<file path="src/rtl/fft_twiddle_addr_gen.sv">
// -----------------------------------------------------------------------------
// fft_twiddle_addr_gen
//
// Twiddle address generator and fetch sequencer for the radix-2 DIT FFT.
// For a configured length L (N = 2^L) it walks stages s = 0..L-1 and
// butterflies b = 0..2^(L-1)-1. For each pair it issues the packed twiddle
// ROM address. It captures the one-cycle-latency ROM response, together with
// its {s, b} tag, into a small output FIFO. From there the butterfly unit
// drains it over a valid/ready handshake.
//
// Ports
//   clk_i              single clock
//   reset_n_i          asynchronous active-low reset
//   start_i            one-cycle start request, sampled only in IDLE
//   fft_len_log2_i     L, sampled with start_i, legal range 1..MAX
//   busy_o             high from the cycle after an accepted start until done_o
//   done_o             one-cycle pulse after the final twiddle handshake
//   error_o            one-cycle pulse after a start with an illegal L
//   rom_addr_o         packed ROM address {4'b0, k[9:0], k[11:10]}
//   rom_addr_valid_o   ROM read strobe
//   rom_data_i         ROM data {real, imag}, valid one cycle after the strobe
//   rom_data_valid_i   ROM data strobe
//   tw_data_o          twiddle at the FIFO head
//   tw_stage_o         stage tag of the head entry
//   tw_index_o         butterfly index tag of the head entry
//   tw_valid_o         FIFO not empty
//   tw_ready_i         consumer accepts when tw_valid_o & tw_ready_i
// -----------------------------------------------------------------------------
module fft_twiddle_addr_gen #(
    parameter int FFT_MAX_FFT_LENGTH_LOG2 = 12,
    parameter int FIFO_DEPTH              = 4
) (
    input  logic        clk_i,
    input  logic        reset_n_i,
    input  logic        start_i,
    input  logic [3:0]  fft_len_log2_i,
    output logic        busy_o,
    output logic        done_o,
    output logic        error_o,
    output logic [15:0] rom_addr_o,
    output logic        rom_addr_valid_o,
    input  logic [31:0] rom_data_i,
    input  logic        rom_data_valid_i,
    output logic [31:0] tw_data_o,
    output logic [3:0]  tw_stage_o,
    output logic [10:0] tw_index_o,
    output logic        tw_valid_o,
    input  logic        tw_ready_i
);

    localparam int PTR_W   = (FIFO_DEPTH > 1) ? $clog2(FIFO_DEPTH) : 1;
    localparam int CNT_W   = $clog2(FIFO_DEPTH + 1);
    localparam int ENTRY_W = 32 + 4 + 11;

    typedef enum logic [1:0] {
        ST_IDLE  = 2'd0,
        ST_RUN   = 2'd1,
        ST_DRAIN = 2'd2
    } state_t;

    // ------------------------------------------------------------------
    // State
    // ------------------------------------------------------------------
    state_t              state_q, state_d;
    logic [3:0]          len_q, len_d;
    logic [10:0]         last_b_q, last_b_d;        // 2^(L-1) - 1
    logic [3:0]          cnt_stage_q, cnt_stage_d;  // next position to issue
    logic [10:0]         cnt_bfly_q, cnt_bfly_d;
    logic                busy_q, busy_d;
    logic                done_q, done_d;
    logic                error_q, error_d;

    // Address stage: what the ROM sees this cycle
    logic [15:0]         rom_addr_q, rom_addr_d;
    logic                rom_addr_valid_q, rom_addr_valid_d;
    logic [3:0]          addr_stage_q, addr_stage_d;
    logic [10:0]         addr_index_q, addr_index_d;

    // In-flight stage: tag of the request whose data arrives this cycle
    logic                inflight_q, inflight_d;
    logic [3:0]          infl_stage_q, infl_stage_d;
    logic [10:0]         infl_index_q, infl_index_d;

    // Output FIFO: entry = {data[31:0], stage[3:0], index[10:0]}
    logic [ENTRY_W-1:0]  mem_q [FIFO_DEPTH];
    logic [ENTRY_W-1:0]  mem_d [FIFO_DEPTH];
    logic [PTR_W-1:0]    wr_ptr_q, wr_ptr_d;
    logic [PTR_W-1:0]    rd_ptr_q, rd_ptr_d;
    logic [CNT_W-1:0]    count_q, count_d;

    // ------------------------------------------------------------------
    // Combinational helpers
    // ------------------------------------------------------------------
    logic                len_ok;
    logic [11:0]         start_half;
    logic [10:0]         start_last_b;
    logic                push;
    logic                pop;
    logic [CNT_W:0]      occ;
    logic                credit_ok;
    logic [3:0]          issue_s;
    logic [10:0]         issue_b;
    logic [10:0]         sel_last_b;
    logic [3:0]          adv_s;
    logic [10:0]         adv_b;
    logic [11:0]         exp_mask;
    logic [11:0]         exp_j;
    logic [11:0]         exp_k;
    logic [15:0]         issue_addr;
    logic                do_issue;
    logic [ENTRY_W-1:0]  head;
    logic                last_pop;
    logic [FIFO_DEPTH-1:0] entry_we;

    function automatic logic [PTR_W-1:0] ptr_next(input logic [PTR_W-1:0] p);
        return (p == PTR_W'(FIFO_DEPTH - 1)) ? '0 : p + 1'b1;
    endfunction

    assign len_ok       = (fft_len_log2_i != 4'd0) &&
                          (fft_len_log2_i <= 4'(FFT_MAX_FFT_LENGTH_LOG2));
    assign start_half   = 12'd1 << (fft_len_log2_i - 4'd1);
    assign start_last_b = 11'(start_half - 12'd1);

    assign head     = mem_q[rd_ptr_q];
    assign pop      = (count_q != '0) && tw_ready_i;
    // Responses are only trusted when we actually have a request outstanding;
    // anything else (e.g. a response to a pre-reset request) is dropped.
    assign push     = rom_data_valid_i && inflight_q;

    // Everything already committed to land in the FIFO. A pop this cycle
    // frees its slot before any newly issued request can arrive (2 cycles).
    assign occ       = (CNT_W + 1)'(count_q)
                     + (CNT_W + 1)'(rom_addr_valid_q)
                     + (CNT_W + 1)'(inflight_q)
                     - (CNT_W + 1)'(pop);
    assign credit_ok = occ < (CNT_W + 1)'(FIFO_DEPTH);

    // The first request is issued straight from IDLE so the ROM sees it in
    // the cycle right after start; afterwards the counters hold the position.
    always_comb begin
        if (state_q == ST_IDLE) begin
            issue_s    = 4'd0;
            issue_b    = 11'd0;
            sel_last_b = start_last_b;
        end else begin
            issue_s    = cnt_stage_q;
            issue_b    = cnt_bfly_q;
            sel_last_b = last_b_q;
        end
    end

    always_comb begin
        if (issue_b == sel_last_b) begin
            adv_b = 11'd0;
            adv_s = issue_s + 4'd1;
        end else begin
            adv_b = issue_b + 11'd1;
            adv_s = issue_s;
        end
    end

    // k = (b mod 2^s) << (11 - s): exponent in the 4096-point table, so the
    // address depends only on (s, b), never on L.
    assign exp_mask   = (12'd1 << issue_s) - 12'd1;
    assign exp_j      = {1'b0, issue_b} & exp_mask;
    assign exp_k      = exp_j << (4'd11 - issue_s);
    assign issue_addr = {4'b0000, exp_k[9:0], exp_k[11:10]};

    // The final twiddle is recognised by its tag, independent of FIFO fill.
    assign last_pop = pop &&
                      (head[14:11] == (len_q - 4'd1)) &&
                      (head[10:0] == last_b_q);

    // ------------------------------------------------------------------
    // FSM next state / outputs
    // ------------------------------------------------------------------
    always_comb begin
        state_d          = state_q;
        len_d            = len_q;
        last_b_d         = last_b_q;
        busy_d           = busy_q;
        done_d           = 1'b0;
        error_d          = 1'b0;
        do_issue         = 1'b0;

        unique case (state_q)
            ST_IDLE: begin
                if (start_i) begin
                    if (len_ok) begin
                        state_d  = ST_RUN;
                        len_d    = fft_len_log2_i;
                        last_b_d = start_last_b;
                        busy_d   = 1'b1;
                        do_issue = 1'b1;
                    end else begin
                        error_d  = 1'b1;
                    end
                end
            end
            ST_RUN: begin
                // L = 1 issues its only address from IDLE, so RUN may find
                // nothing left to do.
                if (cnt_stage_q >= len_q) begin
                    state_d = ST_DRAIN;
                end else if (credit_ok) begin
                    do_issue = 1'b1;
                    if (adv_s == len_q) begin
                        state_d = ST_DRAIN;
                    end
                end
            end
            ST_DRAIN: begin
                if (last_pop) begin
                    state_d = ST_IDLE;
                    busy_d  = 1'b0;
                    done_d  = 1'b1;
                end
            end
            default: begin
                state_d = ST_IDLE;
                busy_d  = 1'b0;
            end
        endcase
    end

    // ------------------------------------------------------------------
    // Issue pipeline
    // ------------------------------------------------------------------
    always_comb begin
        rom_addr_valid_d = do_issue;
        rom_addr_d       = rom_addr_q;
        addr_stage_d     = addr_stage_q;
        addr_index_d     = addr_index_q;
        cnt_stage_d      = cnt_stage_q;
        cnt_bfly_d       = cnt_bfly_q;
        if (do_issue) begin
            rom_addr_d   = issue_addr;
            addr_stage_d = issue_s;
            addr_index_d = issue_b;
            cnt_stage_d  = adv_s;
            cnt_bfly_d   = adv_b;
        end
        // Tag travels one stage behind the address, matching ROM latency.
        inflight_d   = rom_addr_valid_q;
        infl_stage_d = addr_stage_q;
        infl_index_d = addr_index_q;
    end

    // ------------------------------------------------------------------
    // Output FIFO
    // ------------------------------------------------------------------
    generate
        for (genvar gi = 0; gi < FIFO_DEPTH; gi++) begin : g_we
            assign entry_we[gi] = push && (wr_ptr_q == PTR_W'(gi));
        end
    endgenerate

    always_comb begin
        for (int i = 0; i < FIFO_DEPTH; i++) begin
            mem_d[i] = mem_q[i];
            if (entry_we[i]) begin
                mem_d[i] = {rom_data_i, infl_stage_q, infl_index_q};
            end
        end
        wr_ptr_d = push ? ptr_next(wr_ptr_q) : wr_ptr_q;
        rd_ptr_d = pop  ? ptr_next(rd_ptr_q) : rd_ptr_q;
        count_d  = count_q + CNT_W'(push) - CNT_W'(pop);
    end

    // ------------------------------------------------------------------
    // Registers
    // ------------------------------------------------------------------
    always_ff @(posedge clk_i or negedge reset_n_i) begin
        if (!reset_n_i) begin
            state_q          <= ST_IDLE;
            len_q            <= 4'd0;
            last_b_q         <= 11'd0;
            cnt_stage_q      <= 4'd0;
            cnt_bfly_q       <= 11'd0;
            busy_q           <= 1'b0;
            done_q           <= 1'b0;
            error_q          <= 1'b0;
            rom_addr_q       <= 16'd0;
            rom_addr_valid_q <= 1'b0;
            addr_stage_q     <= 4'd0;
            addr_index_q     <= 11'd0;
            inflight_q       <= 1'b0;
            infl_stage_q     <= 4'd0;
            infl_index_q     <= 11'd0;
            wr_ptr_q         <= '0;
            rd_ptr_q         <= '0;
            count_q          <= '0;
            for (int i = 0; i < FIFO_DEPTH; i++) begin
                mem_q[i] <= '0;
            end
        end else begin
            state_q          <= state_d;
            len_q            <= len_d;
            last_b_q         <= last_b_d;
            cnt_stage_q      <= cnt_stage_d;
            cnt_bfly_q       <= cnt_bfly_d;
            busy_q           <= busy_d;
            done_q           <= done_d;
            error_q          <= error_d;
            rom_addr_q       <= rom_addr_d;
            rom_addr_valid_q <= rom_addr_valid_d;
            addr_stage_q     <= addr_stage_d;
            addr_index_q     <= addr_index_d;
            inflight_q       <= inflight_d;
            infl_stage_q     <= infl_stage_d;
            infl_index_q     <= infl_index_d;
            wr_ptr_q         <= wr_ptr_d;
            rd_ptr_q         <= rd_ptr_d;
            count_q          <= count_d;
            mem_q            <= mem_d;
        end
    end

    // ------------------------------------------------------------------
    // Outputs
    // ------------------------------------------------------------------
    assign busy_o           = busy_q;
    assign done_o           = done_q;
    assign error_o          = error_q;
    assign rom_addr_o       = rom_addr_q;
    assign rom_addr_valid_o = rom_addr_valid_q;
    assign tw_data_o        = head[46:15];
    assign tw_stage_o       = head[14:11];
    assign tw_index_o       = head[10:0];
    assign tw_valid_o       = (count_q != '0);

endmodule

</file>
<file path="config.mk">
export PLATFORM = sky130hd
export DESIGN_NAME = fft_twiddle_addr_gen
export DESIGN_NICKNAME = d
export VERILOG_FILES = /design/src/rtl/fft_twiddle_addr_gen.sv
export SDC_FILE = /design/constraint.sdc
export NUM_CORES = 1
export LEC_CHECK = 0
export ABC_AREA = 1
export ABC_CLOCK_PERIOD_IN_PS = 3600
export CORE_ASPECT_RATIO = 1.1
export CORE_MARGIN = 2
export CORE_UTILIZATION = 40
export DETAILED_ROUTE_END_ITERATION = 7
export REMOVE_ABC_BUFFERS = 1
export SLEW_MARGIN = 20
export SYNTH_ARGS = -nofsm -noshare
export SYNTH_HDL_FRONTEND = slang
export SYNTH_SLANG_ARGS = --single-unit
</file>
<file path="constraint.sdc">
create_clock -name clk_i -period 3.6 [get_ports clk_i]
set_input_delay 0.72 -clock clk_i [delete_from_list [all_inputs] [get_ports clk_i]]
set_output_delay 0.72 -clock clk_i [all_outputs]
set_load 0.02 [all_outputs]
</file>
==> results of run 1 <==
## placed cells by master (no fill, tap or decap), types with 5 or more instances in the layout
cell and count:
nor2_2 5, clkbuf_16 31, xor2_1 8, a21oi_1 9
buf_4 32, o21ai_0 309, clkbuf_1 5, xnor2_1 5
o22ai_1 36, clkdlybuf4s50_1 103, nand4_1 16, buf_12 7
o21ai_1 8, nor2_1 143, dfrtp_1 273, nand2_2 12
clkbuf_8 10, nand3_1 94, ha_1 25, nand2_1 475
inv_2 11, inv_1 142, nor3_1 5
## per-stage QoR
stage	setup slack [ns]	util	instance area (µm²)	hold WS, ns	cells
after global routing	0.231	0.486	16200	0.185	2253
after floorplan	-0.966	-	13100	0.354	1623
after CTS	0.326	0.486	16200	0.159	2253
after detailed placement	0.120	0.454	15100	0.372	2198
final	0.334	0.486	16200	0.132	2253
after global placement	0.105	0.454	15100	0.371	2198
## metal layers
| layer | GRT usage | part of all wire | vias to the layer above |
|---|---|---|---|
| li1 | - | - | 5727 |
| met1 | 0.269 | 0.46 | 5565 |
| met2 | 0.333 | 0.47 | 267 |
| met3 | 0.0231 | 0.047 | 66 |
| met4 | 0.0600 | 0.029 | 0 |
| met5 | 0 | 0 | - |
## worst max-delay path, stage by stage (launching register included)
cell and delay, ns:
dfrtp_2 0.42, inv_2 0.08, buf_12 0.25, buf_4 0.25
o21ai_0 0.09, o22ai_1 0.20, clkdlybuf4s50_1 0.65
## state kept, by name, summed over array words and instances, names as in the netlist, 3 cells and up
| name | flops |
|---|---|
| count_q | 3 |
| len_q | 4 |
| infl_stage_q | 4 |
| mem_q | 188 |
| infl_index_q | 11 |
| rom_addr_o | 12 |
| addr_index_q | 11 |
| last_b_q | 11 |
| cnt_bfly_q | 11 |
| addr_stage_q | 4 |
| cnt_stage_q | 4 |
## cell families (layout without fill, tap and decap cells)
kind of cell             Yosys count  count (layout)  share of synthesized area
AO/OA/AOI/OAI                    383             383                      0.150
XOR/XNOR                          13              13                    0.00843
adder cells (fa/ha/maj)           26              26                     0.0246
buffers and inverters            248             353                     0.0725
flip-flops                       274             274                      0.508
other                              1               4                   0.000278
AND/OR/NAND/NOR                  768             768                      0.236
## report_power, final
group / leakage [µW] / internal, µW / switching, µW
Clock: 0.000529 / 2060 / 1250
Sequential: 0.00356 / 4410 / 785
Combinational: 0.00362 / 2650 / 4260
## final timing paths
path,to,cells past startpoint,startpoint,slack [ns]
setup / recovery,tw_data_o[3],6,rd_ptr_q[0],0.33
hold / removal,mem_q[163],1,reset_n_i,0.13
setup reg to reg,rom_addr_o[0],16,state_q[0],0.59
hold reg to reg,infl_index_q[2],0,addr_index_q[2],0.38
max in group asynchronous,mem_q[84],2,reset_n_i,2.43
min in group clk_i,infl_index_q[2],0,addr_index_q[2],0.38
## final cells by class
cell class              instances  area, µm²  share of cell area
clock buffers                  46        932              0.0576
flip-flops and latches        274       6860               0.424
multi-input cells            1194       5690               0.352
repair buffers                143       1430              0.0881
inverters                     155        582              0.0359
well taps                     432        541              0.0334
clock inverters                 9        154             0.00951
==> reports/qor.csv, run 1 <==
metric,value,unit
synth top area cells,"dfrtp_1 51%, nand2_1 13%, o21ai_0 11%",
period utilization,0.907,
drt first pass iters,6,
Clock Sinks,274,
Die H,197,µm
PortBufs,104,
outcome,completed,
first-pass GRT wire length,56700,µm
WP data arrival,2.55,ns
post-cts resize count,0,
maximum vdd drop,0.456,mV
initial antenna violation count,0,
post-route setup TNS,0,ns
Final Critical Period,3.27,ns
final setup vio count,0,
share of flip-flops with an asynchronous set or reset,1.00,
Post-DRT Antenna Nets,0,
most numerous cell in the Yosys netlist,nand2_1,
CTS tree,done,
Power Total,15400,µW
Max Cap Viol,0,
DRT iter0 DRCs,790,
Ys Warns,0,
Die Area,0.0353,mm²
Fin. Hold Viols,0,
Core Area,0.0333,mm²
Worst Setup Start Kind,flip-flop,
Initial Util,0.406,
number of synthesized flops with an enable pin,0,
crit path capture type,primary output,
Worst-Margin Slew,1.08,ns
fin. max-slew vios,0,
wire length per cell,15.4,µm
post-synthesis sequential area ratio,0.508,
root buffer cell,clkbuf_16,
layout cell share with drive strength beyond 1,0.0730,
Yosys top cell by area,dfrtp_1,
total gr overflow,0,
Post-synth top flop,dfrtp_1,
CP max FO,62,
"Clk Latency, worst-skew pair",0.55,ns
die width,179,µm
"flops & latches, synth",274,
GRT Resource Usage Total,0.199,
vias in the first global route,11100,
area of the mapped netlist,0.0135,mm²
RSZ-0062 raised after global routing,false,
Ant. Diodes,0,
layout filler cell count,3263,
I/O pins,109,
CP required,2.88,ns
Core Rows,70,
PwrDens,952,mW/mm²
Yosys top cell area share,0.508,
Final Wtd Congestion,0.906,
worst clock skew,0.0117,ns
Max H-tree Level,1,
post-DP HPWL,22700,µm
fmax,306,MHz
Slew headroom,0.275,
maximum buffer depth of the clock tree,3,
largest net degree at the start of global routing,97,
Post-CTS Setup Bufs,0,
final net count,1865,
"Reg clk slew, reported paths",0.06,ns
post-synthesis area per instance,7.88,µm²
aggregate routed wire length,34800,µm
synthesized instance count,1713,
vias per cell,5.16,
Worst Setup Path Type,flip-flop to primary output,
DR vias,11600,
Lkg Pwr,0.00771,µW
detailed-route DRC error count,0,
CTS Buf Count,30,
Hold Crit Class,input pin to asynchronous set/reset pin,
# hold bufs at CTS,0,
"Distinct cells, synth",48,
Area Overhead vs Synth,19.8,%
Post-synth top cells,"479 x nand2_1, 309 x o21ai_0, 274 x dfrtp_1",
Note: power is estimated with default switching activity, not from simulation.
==> run 2: changes to the inputs <==
Settings changed: HOLD_SLACK_MARGIN from default to 0.1, SLEW_MARGIN 20 to 0.
==> results of run 2 <==
The final DEF is identical to that of run 1; final timing and power are the same.
